===== config.mk =====
export PLATFORM = sky130hd
export DESIGN_NAME = round_key_store_flat
export DESIGN_NICKNAME = d
export VERILOG_FILES = /design/src/rtl/round_key_store_if.sv /design/src/rtl/round_key_store.sv /design/src/flat_wrapper.sv
export SDC_FILE = /design/constraint.sdc
export NUM_CORES = 2
export LEC_CHECK = 0
export CAP_MARGIN = 20
export CORE_MARGIN = 2
export CORE_UTILIZATION = 60
export DETAILED_ROUTE_END_ITERATION = 10
export PLACE_DENSITY = 0.81
export SLEW_MARGIN = 20
export SYNTH_ARGS = -nofsm -noshare
export SYNTH_HDL_FRONTEND = slang
export SYNTH_SLANG_ARGS = --single-unit

===== constraint.sdc =====
create_clock -name clk -period 5.2 [get_ports clk]
set_input_delay 0.52 -clock clk [delete_from_list [all_inputs] [get_ports clk]]
set_output_delay 0.52 -clock clk [all_outputs]
set_load 0.01 [all_outputs]

===== src/rtl/round_key_store_if.sv =====
// Bus between the AES key expander / round datapath and the round-key store.
// The master drives writes and read requests; the slave answers with ack/data/status.
interface round_key_store_if #(
  parameter int KEY_W = 128,
  parameter int DEPTH = 15,
  parameter int AW    = 4
);
  logic             wr_valid;
  logic [AW-1:0]    wr_addr;
  logic [KEY_W-1:0] wr_key;
  logic             clr_valid;
  logic [1:0]       key_len;
  logic             rd_req;
  logic [AW-1:0]    rd_round;
  logic             rd_ack;
  logic [KEY_W-1:0] rd_key;
  logic             rd_err;
  logic             key_ready;
  logic [DEPTH-1:0] valid_bits;

  modport master (
    output wr_valid, wr_addr, wr_key, clr_valid, key_len, rd_req, rd_round,
    input  rd_ack, rd_key, rd_err, key_ready, valid_bits
  );

  modport slave (
    input  wr_valid, wr_addr, wr_key, clr_valid, key_len, rd_req, rd_round,
    output rd_ack, rd_key, rd_err, key_ready, valid_bits
  );
endinterface


===== src/rtl/round_key_store.sv =====
// Round-key memory with per-entry valid bits; reads stall in WAIT until the
// requested subkey has been written, so cipher rounds can overlap key expansion.
module round_key_store #(
  parameter int KEY_W = 128,
  parameter int DEPTH = 15,
  parameter int AW    = 4
) (
  input  logic              clk,
  input  logic              resetn,
  round_key_store_if.slave  bus
);

  typedef enum logic [0:0] {ST_IDLE = 1'b0, ST_WAIT = 1'b1} state_t;

  // Highest valid round index for a key length (00 has no rounds at all).
  function automatic logic [AW-1:0] max_round(input logic [1:0] len);
    case (len)
      2'b01:   return AW'(4'd10);
      2'b10:   return AW'(4'd12);
      2'b11:   return AW'(4'd14);
      default: return AW'(4'd0);
    endcase
  endfunction

  function automatic logic all_valid(input logic [DEPTH-1:0] v, input logic [1:0] len);
    logic ok;
    ok = (len != 2'b00);
    for (int i = 0; i < DEPTH; i++) begin
      if ((AW'(i) <= max_round(len)) && !v[i]) begin
        ok = 1'b0;
      end else begin
        ok = ok;
      end
    end
    return ok;
  endfunction

  logic [KEY_W-1:0] mem_r [DEPTH];
  logic [DEPTH-1:0] valid_r;
  logic [DEPTH-1:0] valid_base_s;
  logic [DEPTH-1:0] valid_nxt_s;
  logic             wr_en_s;
  logic             range_err_s;
  logic             hit_s;
  state_t           state_r;
  logic             rd_ack_r;
  logic             rd_err_r;
  logic [KEY_W-1:0] rd_key_r;
  logic             key_ready_r;

  // Decode write enable, read range and hit against the registered valid flags.
  always_comb begin
    wr_en_s     = bus.wr_valid && (bus.wr_addr < AW'(DEPTH));
    range_err_s = (bus.key_len == 2'b00) || (bus.rd_round > max_round(bus.key_len));
    hit_s       = 1'b0;
    if (bus.rd_round < AW'(DEPTH)) begin
      hit_s = valid_r[bus.rd_round];
    end else begin
      hit_s = 1'b0;
    end
  end

  // Clear takes effect first so a same-cycle write survives it.
  always_comb begin
    valid_base_s = valid_r;
    if (bus.clr_valid) begin
      valid_base_s = '0;
    end else begin
      valid_base_s = valid_r;
    end
    valid_nxt_s = valid_base_s | (wr_en_s ? (DEPTH'(1'b1) << bus.wr_addr) : '0);
  end

  // Subkey storage; intentionally not reset.
  always_ff @(posedge clk) begin
    if (wr_en_s) begin
      mem_r[bus.wr_addr] <= bus.wr_key;
    end
  end

  // Valid flags and the registered all-rounds-present status.
  always_ff @(posedge clk or negedge resetn) begin
    if (!resetn) begin
      valid_r     <= '0;
      key_ready_r <= 1'b0;
    end else begin
      valid_r     <= valid_nxt_s;
      key_ready_r <= all_valid(valid_nxt_s, bus.key_len);
    end
  end

  // Read FSM: ack one cycle after the entry is seen valid, or flag out-of-range.
  always_ff @(posedge clk or negedge resetn) begin
    if (!resetn) begin
      state_r  <= ST_IDLE;
      rd_ack_r <= 1'b0;
      rd_err_r <= 1'b0;
      rd_key_r <= '0;
    end else begin
      rd_ack_r <= 1'b0;
      case (state_r)
        ST_IDLE: begin
          if (bus.rd_req) begin
            if (range_err_s) begin
              rd_ack_r <= 1'b1;
              rd_err_r <= 1'b1;
            end else if (hit_s) begin
              rd_ack_r <= 1'b1;
              rd_err_r <= 1'b0;
              rd_key_r <= mem_r[bus.rd_round];
            end else begin
              state_r <= ST_WAIT;
            end
          end else begin
            state_r <= ST_IDLE;
          end
        end
        ST_WAIT: begin
          if (!bus.rd_req) begin
            state_r <= ST_IDLE;
          end else if (range_err_s) begin
            rd_ack_r <= 1'b1;
            rd_err_r <= 1'b1;
            state_r  <= ST_IDLE;
          end else if (hit_s) begin
            rd_ack_r <= 1'b1;
            rd_err_r <= 1'b0;
            rd_key_r <= mem_r[bus.rd_round];
            state_r  <= ST_IDLE;
          end else begin
            state_r <= ST_WAIT;
          end
        end
        default: state_r <= ST_IDLE;
      endcase
    end
  end

  assign bus.rd_ack     = rd_ack_r;
  assign bus.rd_err     = rd_err_r;
  assign bus.rd_key     = rd_key_r;
  assign bus.key_ready  = key_ready_r;
  assign bus.valid_bits = valid_r;

endmodule


===== src/flat_wrapper.sv =====
// flat-port wrapper written by rule: the top's interface ports become plain ports
module round_key_store_flat 
#(
  parameter int KEY_W = 128,
  parameter int DEPTH = 15,
  parameter int AW    = 4
)
  (clk, resetn, bus_wr_valid, bus_wr_addr, bus_wr_key, bus_clr_valid, bus_key_len, bus_rd_req, bus_rd_round, bus_rd_ack, bus_rd_key, bus_rd_err, bus_key_ready, bus_valid_bits);
  round_key_store_if #(.KEY_W(KEY_W), .DEPTH(DEPTH), .AW(AW)) bus_i ();
  input  logic clk;
  input  logic resetn;
  input wire logic [$bits(bus_i.wr_valid)-1:0] bus_wr_valid;
  input wire logic [$bits(bus_i.wr_addr)-1:0] bus_wr_addr;
  input wire logic [$bits(bus_i.wr_key)-1:0] bus_wr_key;
  input wire logic [$bits(bus_i.clr_valid)-1:0] bus_clr_valid;
  input wire logic [$bits(bus_i.key_len)-1:0] bus_key_len;
  input wire logic [$bits(bus_i.rd_req)-1:0] bus_rd_req;
  input wire logic [$bits(bus_i.rd_round)-1:0] bus_rd_round;
  output wire logic [$bits(bus_i.rd_ack)-1:0] bus_rd_ack;
  output wire logic [$bits(bus_i.rd_key)-1:0] bus_rd_key;
  output wire logic [$bits(bus_i.rd_err)-1:0] bus_rd_err;
  output wire logic [$bits(bus_i.key_ready)-1:0] bus_key_ready;
  output wire logic [$bits(bus_i.valid_bits)-1:0] bus_valid_bits;
  assign bus_i.wr_valid = bus_wr_valid;
  assign bus_i.wr_addr = bus_wr_addr;
  assign bus_i.wr_key = bus_wr_key;
  assign bus_i.clr_valid = bus_clr_valid;
  assign bus_i.key_len = bus_key_len;
  assign bus_i.rd_req = bus_rd_req;
  assign bus_i.rd_round = bus_rd_round;
  assign bus_rd_ack = bus_i.rd_ack;
  assign bus_rd_key = bus_i.rd_key;
  assign bus_rd_err = bus_i.rd_err;
  assign bus_key_ready = bus_i.key_ready;
  assign bus_valid_bits = bus_i.valid_bits;
  round_key_store #(.KEY_W(KEY_W), .DEPTH(DEPTH), .AW(AW)) u_core (.clk(clk), .resetn(resetn), .bus(bus_i));
endmodule

==> flow_summary.json <==
{
  "gp_congestion": 0.8054,
  "core_area_um2": 129500,
  "slew_viol_final": 0,
  "required_ns": 5.90,
  "synthArstFlopShare_pct": 7.067,
  "leakage_nw": 29.19,
  "arrival_ns": 3.75,
  "rsz0062_at_grt": "false",
  "start_util_pct": 60.39,
  "grt_pass1_vias": 38572,
  "synth_area_leader_cell": "edfxtp_1",
  "rr_worst_depth": 6,
  "die_w_um": 365.0,
  "synth_seq_cells": 2066,
  "r2r-end": "u_core.bus.rd_key[45]$_DFFE_PN0P_",
  "num_vias": 37268,
  "synthTopCellsByArea": "edfxtp_1, mux4_2, dfrtp_1",
  "yosysWarningCount": 0,
  "synth_ff_type": "edfxtp_1",
  "io_buffers": 288,
  "num_rows": 132,
  "yosys-top-cells-count": "edfxtp_1, mux4_2, dfrtp_1",
  "synth.most_common_cell": "edfxtp_1",
  "netlist_instances": 3356,
  "outcome": "finished, final reports clean",
  "synth_cell_types": 33,
  "synth_area_um2": 78190,
  "die_y_um": 365.0,
  "post_drt_wl_per_cell_um": 31.90,
  "clock_sinks": 2066,
  "reg2reg_setup_slack_ns": 2.16,
  "antenna_found_initial": 24,
  "seq_area_frac_synth_pct": 78.41,
  "ios": 289,
  "syn_avg_cell_area_um2": 23.30,
  "critPathLaunchType": "register",
  "cts_tree": "yes",
  "skew_ns": 0.02493,
  "clock_path_buffers": 3,
  "cts_root_buffer": "clkbuf_16",
  "grt_pass1_wl_mm": 263.0,
  "drt_first_iter_violations": 4868,
  "regToRegStartpoint": "u_core.bus.valid_bits[1]$_DFF_PN0_",
  "syn_nets": 3502,
  "crit_start": "u_core.bus.valid_bits[1]$_DFF_PN0_",
  "grt_overflow": 0,
  "slew_headroom_pct": 25.70,
  "cts_made_buffers": 195,
  "synth-edff-count": 1920,
  "powerDensity_nw_per_um2": 409.2,
  "viasPerCell": 6.594,
  "fin_crit_sh_pct": 58.55,
  "fmax_mhz": 328.5,
  "nets": 3878,
  "clock_latency_ns": 0.84,
  "dp_hpwl_mm": 86.45,
  "cap_violations": 0,
  "ir_drop_mv": 0.3280,
  "drive_above_1_share_pct": 26.04,
  "setup_tns_ns": 0,
  "whs_ns": 0.3746,
  "setup.worst_path.class": "register to register",
  "drt_first_pass_iters": 6,
  "drc": 0,
  "max_slew.worst_pin.slew_ns": 1.112,
  "drt-total-wl_mm": 180.3,
  "grtUsageTotal_pct": 27.73,
  "layout_min_cycle_time_ns": 3.044,
  "area_growth_pct": 15.08,
  "synth_top_area_share_pct": 73.74,
  "hold_viol": 0,
  "setup_violations": 0,
  "grt_max_degree": 150,
  "postCtsResizedCells": 0,
  "cts_htree_levels": 4,
  "hp-class": "primary input to async pin",
  "cp-end-kind": "register",
  "die_area_um2": 133200,
  "crit_path_end": "u_core.bus.rd_key[45]$_DFFE_PN0P_",
  "crit_path_max_fanout": 64,
  "antenna_left": 0,
  "path_clk_slew_ns": 0.06
}
placed cells by master, fill, tap and decap left out, types with 2 or more instances in the layout:
master,synthesis,final
mux4_2,513,513
nor2_1,15,4
a21o_1,15,15
clkinv_2,0,31
a22oi_1,3,3
nor2_4,0,11
o21ai_0,131,131
buf_12,0,40
clkbuf_16,0,196
nor2b_1,2,2
mux2i_1,137,137
nand2b_1,3,3
mux2_2,128,128
clkinv_8,0,2
nand3_1,3,3
clkbuf_8,0,17
a21oi_1,4,4
clkbuf_1,66,47
diode_2,0,8
inv_1,4,4
inv_16,0,6
clkinvlp_4,0,9
nand2_1,130,130
dfrtp_1,146,146
nor3_4,0,4
edfxtp_1,1920,1920
bufinv_16,0,18
buf_4,29,27
clkdlybuf4s50_1,0,283
inv_6,0,7
o22ai_1,3,3
ha_1,3,3
nand3b_1,3,3
buf_8,0,3
nor3_1,7,3
clkinv_1,0,33
sequential cells by signal, indices dropped and copies added, names as in the netlist:
| signal | count |
|---|---|
| u_core.mem_r | 1920 |
| u_core.bus.rd_key | 128 |
| u_core.bus.rd_ack | 1 |
| u_core.bus.key_ready | 1 |
| u_core.bus.rd_err | 1 |
| u_core.bus.valid_bits | 15 |
worst min-delay path by stage:
stage | from | endpoint | cells past startpoint
finish | resetn | u_core.bus.rd_key[117]$_DFFE_PN0P_ | 2
global route | bus_key_len[1] | u_core.bus.key_ready$_DFF_PN0_ | 2
CTS | bus_key_len[1] | u_core.bus.key_ready$_DFF_PN0_ | 2
detailed placement | u_core.bus.rd_key[120]$_DFFE_PN0P_ | u_core.bus.rd_key[120]$_DFFE_PN0P_ | 1
global placement | u_core.bus.rd_key[114]$_DFFE_PN0P_ | u_core.bus.rd_key[114]$_DFFE_PN0P_ | 1
floorplan | resetn | u_core.bus.key_ready$_DFF_PN0_ | 0
cells by family after synthesis:
| family | after synthesis | share of synthesized area [%] |
|---|---|---|
| compound gates | 160 | 1.109 |
| simple gates | 168 | 0.8817 |
| buf+inv | 181 | 1.178 |
| flops | 2066 | 78.41 |
| mux | 778 | 18.37 |
| fa+ha+maj | 3 | 0.04801 |
power breakdown:
part	total, mW	switching, mW	internal [mW]
clock network	14.2	6.07	8.11
logic	3.17	1.44	1.73
registers	19.5	0.543	18.9
layer usage:
metal / part of all wire, % / up-vias / track usage, %
met2: 50 / 2226 / 45.25
met5: 0.10 / - / 0
met4: 2.4 / 28 / 8.279
met1: 37 / 19818 / 38.28
li1: - / 14873 / -
met3: 9.6 / 323 / 6.161
area by class of cell:
type                       count  area (um2)
clock buffer                 259        5301
clock inverter               108        1142
antenna                        8       20.02
timing repair buffer         356        3916
multi-input combinational   1109       16100
inverter                       4       15.01
sequential                  2066       61310
fill                        7449       39510
tap                         1742        2180
per-stage QoR:
stage | util (%) | instance area [um2] | cells | total power [mW] | setup WS (ns)
2_1_floorplan | - | 78230 | 3356 | 21.09 | -1.833
3_3_place_gp | 64.49 | 83510 | 5276 | 22.84 | 1.677
3_5_place_dp | 64.49 | 83510 | 5276 | 22.95 | 1.585
4_1_cts | 69.47 | 89960 | 5644 | 37.03 | 2.244
5_1_grt | 69.48 | 89970 | 5649 | 37.84 | 2.043
6_report | 69.49 | 89980 | 5652 | 36.82 | 2.156
critical path, cell delays in order (launching register included):
cell and delay, ns:
dfrtp_1 0.60, mux2i_1 0.28, a22oi_1 0.32, nand4b_1 0.27, a211oi_4 0.46, buf_12 0.41
mux2_2 0.42
what timing repair did:
action                                  4_1_cts  5_1_grt
hold buffers                                  1        0
hold endpoints to repair                     72        0
endpoints found under the setup margin        0        0
setup buffers                                 0        0
Power figures use the tool's default switching activity.
